$ cat src/rtl/updown_counter_pkg.sv
`default_nettype none
// +----------------------------------------------------------------------------+
// | Module      : updown_counter_pkg                                           |
// | Description : Shared mode encoding and build-time options for the          |
// |               updown_counter block. The UPDOWN_COUNTER_SAT_EN macro makes   |
// |               the up and down modes saturate at the bounds.                |
// | Revision    : 1.0 - initial release                                        |
// +----------------------------------------------------------------------------+
package updown_counter_pkg;

    typedef enum logic [1:0] {
        MODE_UP   = 2'b00,
        MODE_DOWN = 2'b01,
        MODE_PING = 2'b10,
        MODE_HOLD = 2'b11
    } mode_t;

`ifdef UPDOWN_COUNTER_SAT_EN
    localparam bit c_sat_en = 1'b1;
`else
    localparam bit c_sat_en = 1'b0;
`endif

endpackage : updown_counter_pkg
`default_nettype wire

$ cat src/rtl/updown_counter_next.sv
`default_nettype none
// +----------------------------------------------------------------------------+
// | Module      : updown_counter_next                                          |
// | Description : Combinational next-count / next-direction / terminal-count    |
// |               logic. Saturating up/down when UPDOWN_COUNTER_SAT_EN is set.  |
// | Revision    : 1.0 - initial release                                        |
// +----------------------------------------------------------------------------+
module updown_counter_next
    import updown_counter_pkg::*;
#(
    parameter int WIDTH = 4,
    parameter int MOD   = 2**WIDTH
) (
    input  logic [WIDTH-1:0] count,
    input  logic             dir,
    input  mode_t            mode,
    input  logic             en,
    output logic [WIDTH-1:0] count_next,
    output logic             dir_next,
    output logic             tc_next
);

    // One guard bit keeps MOD-1+1 from aliasing to zero when MOD = 2**WIDTH.
    localparam logic [WIDTH:0] c_max  = (WIDTH+1)'(MOD - 1);
    localparam logic [WIDTH:0] c_zero = '0;
    localparam logic [WIDTH:0] c_one  = (WIDTH+1)'(1);

    logic [WIDTH:0] w_cur;
    logic [WIDTH:0] w_inc;
    logic [WIDTH:0] w_dec;
    logic           w_at_max;
    logic           w_at_min;

    logic [WIDTH:0] w_up_cnt;
    logic           w_up_tc;
    logic [WIDTH:0] w_dn_cnt;
    logic           w_dn_tc;
    logic [WIDTH:0] w_pp_cnt;
    logic           w_pp_dir;
    logic           w_pp_tc;

    logic [WIDTH:0] w_nxt;
    logic           w_unused_msb;

    assign w_cur    = {1'b0, count};
    assign w_inc    = w_cur + c_one;
    assign w_dec    = w_cur - c_one;
    assign w_at_max = (w_cur == c_max);
    assign w_at_min = (w_cur == c_zero);

    always_comb begin
        w_up_cnt = w_inc;
        w_up_tc  = 1'b0;
        if (c_sat_en) begin
            if (w_at_max) begin
                w_up_cnt = w_cur;
            end else begin
                w_up_tc = (w_inc == c_max);
            end
        end else if (w_at_max) begin
            w_up_cnt = c_zero;
            w_up_tc  = 1'b1;
        end
    end

    always_comb begin
        w_dn_cnt = w_dec;
        w_dn_tc  = 1'b0;
        if (c_sat_en) begin
            if (w_at_min) begin
                w_dn_cnt = w_cur;
            end else begin
                w_dn_tc = (w_dec == c_zero);
            end
        end else if (w_at_min) begin
            w_dn_cnt = c_max;
            w_dn_tc  = 1'b1;
        end
    end

    // Bounce without repeating the bound value.
    always_comb begin
        w_pp_cnt = dir ? w_inc : w_dec;
        w_pp_dir = dir;
        w_pp_tc  = 1'b0;
        if (dir && w_at_max) begin
            w_pp_cnt = w_dec;
            w_pp_dir = 1'b0;
            w_pp_tc  = 1'b1;
        end else if (!dir && w_at_min) begin
            w_pp_cnt = w_inc;
            w_pp_dir = 1'b1;
            w_pp_tc  = 1'b1;
        end
    end

    always_comb begin
        w_nxt    = w_cur;
        dir_next = dir;
        tc_next  = 1'b0;
        if (en) begin
            case (mode)
                MODE_UP: begin
                    w_nxt    = w_up_cnt;
                    dir_next = 1'b1;
                    tc_next  = w_up_tc;
                end
                MODE_DOWN: begin
                    w_nxt    = w_dn_cnt;
                    dir_next = 1'b0;
                    tc_next  = w_dn_tc;
                end
                MODE_PING: begin
                    w_nxt    = w_pp_cnt;
                    dir_next = w_pp_dir;
                    tc_next  = w_pp_tc;
                end
                default: begin
                    w_nxt    = w_cur;
                    dir_next = dir;
                    tc_next  = 1'b0;
                end
            endcase
        end
    end

    assign count_next   = w_nxt[WIDTH-1:0];
    assign w_unused_msb = w_nxt[WIDTH];

endmodule : updown_counter_next
`default_nettype wire

$ cat src/rtl/updown_counter.sv
`default_nettype none
// +----------------------------------------------------------------------------+
// | Module      : updown_counter                                               |
// | Description : Modulo-MOD up/down/ping-pong counter with clear, clamped      |
// |               parallel load and terminal-count pulse. Build with           |
// |               UPDOWN_COUNTER_SAT_EN for saturating up/down modes.          |
// | Revision    : 1.0 - initial release                                        |
// +----------------------------------------------------------------------------+
module updown_counter
    import updown_counter_pkg::*;
#(
    parameter int WIDTH     = 4,
    parameter int MOD       = 2**WIDTH,
    parameter int RESET_VAL = 0
) (
    input  logic             clk,
    input  logic             reset,
    input  logic             clear,
    input  logic             load,
    input  logic [WIDTH-1:0] load_val,
    input  logic             en,
    input  mode_t            mode,
    output logic [WIDTH-1:0] count,
    output logic             dir,
    output logic             tc
);

    localparam logic [WIDTH-1:0] c_reset_val = WIDTH'(RESET_VAL);
    localparam logic [WIDTH:0]   c_mod       = (WIDTH+1)'(MOD);
    localparam logic [WIDTH:0]   c_max       = (WIDTH+1)'(MOD - 1);

    logic [WIDTH-1:0] r_count;
    logic             r_dir;
    logic             r_tc;

    logic [WIDTH-1:0] w_step_count;
    logic             w_step_dir;
    logic             w_step_tc;
    logic [WIDTH:0]   w_load_ext;
    logic [WIDTH-1:0] w_load_val;

    updown_counter_next #(
        .WIDTH (WIDTH),
        .MOD   (MOD)
    ) u_next (
        .count      (r_count),
        .dir        (r_dir),
        .mode       (mode),
        .en         (en),
        .count_next (w_step_count),
        .dir_next   (w_step_dir),
        .tc_next    (w_step_tc)
    );

    // Out-of-range load data clamps to the top of the count range.
    assign w_load_ext = {1'b0, load_val};
    assign w_load_val = (w_load_ext >= c_mod) ? c_max[WIDTH-1:0] : load_val;

    always_ff @(posedge clk or posedge reset) begin
        if (reset) begin
            r_count <= c_reset_val;
            r_dir   <= 1'b1;
            r_tc    <= 1'b0;
        end else if (clear) begin
            r_count <= c_reset_val;
            r_dir   <= 1'b1;
            r_tc    <= 1'b0;
        end else if (load) begin
            r_count <= w_load_val;
            r_tc    <= 1'b0;
        end else begin
            r_count <= w_step_count;
            r_dir   <= w_step_dir;
            r_tc    <= w_step_tc;
        end
    end

    assign count = r_count;
    assign dir   = r_dir;
    assign tc    = r_tc;

endmodule : updown_counter
`default_nettype wire

$ cat config.mk
export PLATFORM = sky130hd
export DESIGN_NAME = updown_counter
export DESIGN_NICKNAME = d
export VERILOG_FILES = /design/src/rtl/updown_counter_pkg.sv /design/src/rtl/updown_counter_next.sv /design/src/rtl/updown_counter.sv
export SDC_FILE = /design/constraint.sdc
export NUM_CORES = 1
export LEC_CHECK = 0
export CAP_MARGIN = 20
export CORE_UTILIZATION = 48
export DETAILED_ROUTE_END_ITERATION = 6
export PLACE_DENSITY = 0.8
export REMOVE_ABC_BUFFERS = 1
export SYNTH_ARGS = -nofsm -noshare
export SYNTH_HDL_FRONTEND = slang
export SYNTH_SLANG_ARGS = --single-unit
$ cat constraint.sdc
create_clock -name clk -period 2.03 [get_ports clk]
set_input_delay 0.203 -clock clk [delete_from_list [all_inputs] [get_ports clk]]
set_output_delay 0.203 -clock clk [all_outputs]
set_load 0.005 [all_outputs]
==> run metrics <==
status=finished clean; routability cong.=0.938; critical path class=reg -> reg; Post-CTS Hold Fix Bufs=0; # fillers=123; Antenna diodes=0; Largest stage delay, worst path=440 ps; Skew-Pair Late Insertion Delay=250 ps; Die Width=40.5 um; most common cell in the netlist=nand2_1; FP Rows=13; fin cells=122; setup violators final=0; Mapped Cells=88; final hold vios=0; Fin Setup TNS=0 ps; Slew Limit Fails=0; layout net count=125; CP Buf/Inv Count=2; asr flop ratio synth=100%; met3 Use GR=6.67%; ratio of cells with drive above 1 in the final layout=14.0%; die area=1640 um2; Worst Setup End Kind=register; unrepaired setup endpoints after global routing=no; core area=1330 um2; cell taking the most area after synthesis=dfrtp_1; clock-pin slew on the worst setup and hold paths=50 ps; Period minus WS final=1860 ps; max_cap viols=0; clock sink count=6; fraction of post-synthesis cell area in the top cell type by area=17.5%; number of global-route vias before repair=636; Max VDD drop=0.000529 V; Synth top cells by count=nand2_1, inv_1, ha_1; grt ovf=0; LEAKAGE=0.000393 uW; actual slew at the worst max-slew pin=491 ps; Critical Path Fanout Max=5; layer with the highest usage=met2; First DRT Iteration DRCs=46; cell area power density=527 nW/um2; Post-synth EDFFs=0; #FFs+latches synth=6; Cell variety after synth=41; Avg Inst Size Synth=8.10 um2; Final Util=68.1%; WP data required=2160 ps; total number of vias=725; met2 GRT Util=46.4%; Port Buffers=16; Largest delay share family, worst path=compound AO/OA/AOI/OAI gates; CTS tree=yes; Cells after DPL=117; Period Utilization, post-route=91.5%; antenna violations before repair=0; first-pass GRT wire length=2730 um; initial core utilization=53.5%; synth warn=0; FMAX=0.538 GHz; worst path cell trace=inv_1 -> ha_2 -> nor3b_4 -> buf_4 -> nand2_1 -> o21ai_0 -> a211oi_1 -> o41ai_1; met1 usage=28.9%; gr usage total=25.1%; CTS Buffer Depth=2; drt first pass iters=4; H-tree levels=1; Slowest cell on crit path=dfrtp_1; Primary FF master, synth=dfrtp_1; Via density=5.94; Hold WC Path Type=in -> async; Critical Path AT=1990 ps; post-synthesis instance area=713 um2; Setup Skew=6.20 ps; total CTS buffers=3; Post-route DRC=0; ranking of synthesized cells by area=dfrtp_1, ha_1, nand2_1; relative slew slack=67.3%; Area Overhead vs Synth=27.4%; largest net degree at the start of global routing=14; Ports=17; final WL=1770 um; DPL Wire Length=1360 um; wire per inst=14.5 um; Die Y=40.5 um; CP startpoint kind=register; Seq/Total Area, Yosys=21.2%; clock root buffer=clkbuf_4; DRT antenna net count=0
-- per-stage QoR --
stage               total power [uW]  hold slack [ps]  instance area [um2]  setup slack (ps)
global route                     509              191                  908              28.4
floorplan                        266            -6.77                  663               328
finish                           479              164                  908               172
detailed placement               347              439                  872              21.6
CTS                              469              176                  898               153
global placement                 344              429                  872              62.9
-- layout make-up --
| type | instances | area [um2] | area share, % |
|---|---|---|---|
| multi-input combinational | 68 | 484 | 53.3 |
| timing repair buffer | 21 | 198 | 21.8 |
| sequential | 6 | 151 | 16.7 |
| inverter | 8 | 30.0 | 3.31 |
| clock buffer | 4 | 26.3 | 2.89 |
| tap | 15 | 18.8 | 2.07 |
-- report_power, final --
part	total (uW)	internal [uW]	switching, uW
registers	157	130	26.5
clock network	122	74.7	47.5
logic	200	108	92.0
-- state kept, by name, indices dropped and copies added, names as in the netlist --
signal,flops
count,4
dir,1
tc,1
-- worst reg2reg max path, cell delays in order, from the launching register on --
cell and delay (ps):
dfrtp_1 440, inv_1 100, ha_2 220, nor3b_4 220, buf_4 150, nand2_1 60
o21ai_0 70, a211oi_1 90, o41ai_1 390
-- cells in the final DEF (no fill, tap or decap), drive strengths merged, types with 2 or more instances in the layout --
| cell | n |
|---|---|
| a21boi | 2 |
| clkbuf | 4 |
| ha | 6 |
| inv | 8 |
| nor3 | 2 |
| o21ai | 5 |
| a21oi | 5 |
| dfrtp | 5 |
| o31ai | 3 |
| a21o | 3 |
| buf | 5 |
| a22oi | 2 |
| o41ai | 2 |
| nor2 | 6 |
| clkdlybuf4s50 | 16 |
| nand3 | 2 |
| nand2 | 10 |
| o31a | 2 |
-- kinds of logic (layout without fill, tap and decap cells) --
| logic type | Yosys count | after routing | synth area share (%) |
|---|---|---|---|
| buf+inv | 14 | 33 | 11.2 |
| flops | 6 | 6 | 21.2 |
| simple gates | 29 | 29 | 24.4 |
| compound gates | 31 | 31 | 30.2 |
| fa+ha+maj | 6 | 6 | 10.5 |
| xor+xnor | 2 | 2 | 2.46 |
-- worst paths after layout --
| check | start | to | slack (ps) | depth (start not counted) |
|---|---|---|---|---|
| hold reg to reg | dir | dir | 620 | 2 |
| min in group clk | load_val[3] | count[3] | 550 | 3 |
| setup / recovery | count[0] | count[0] | 170 | 8 |
| hold / removal | reset | count[3] | 160 | 2 |
| setup reg to reg | count[0] | count[0] | 170 | 8 |
| max in group asynchronous | reset | dir | 1600 | 2 |
-- metal layers --
layer	share of wire, %	vias to the layer above
met5	0	-
met4	0	0
met3	4.8	0
met2	51	22
met1	44	340
li1	-	363
-- what timing repair did --
action,4_1_cts,5_1_grt
setup buffers,0,1
endpoints found under the setup margin,0,1
resized for setup,0,2
Power figures use the tool's default switching activity.
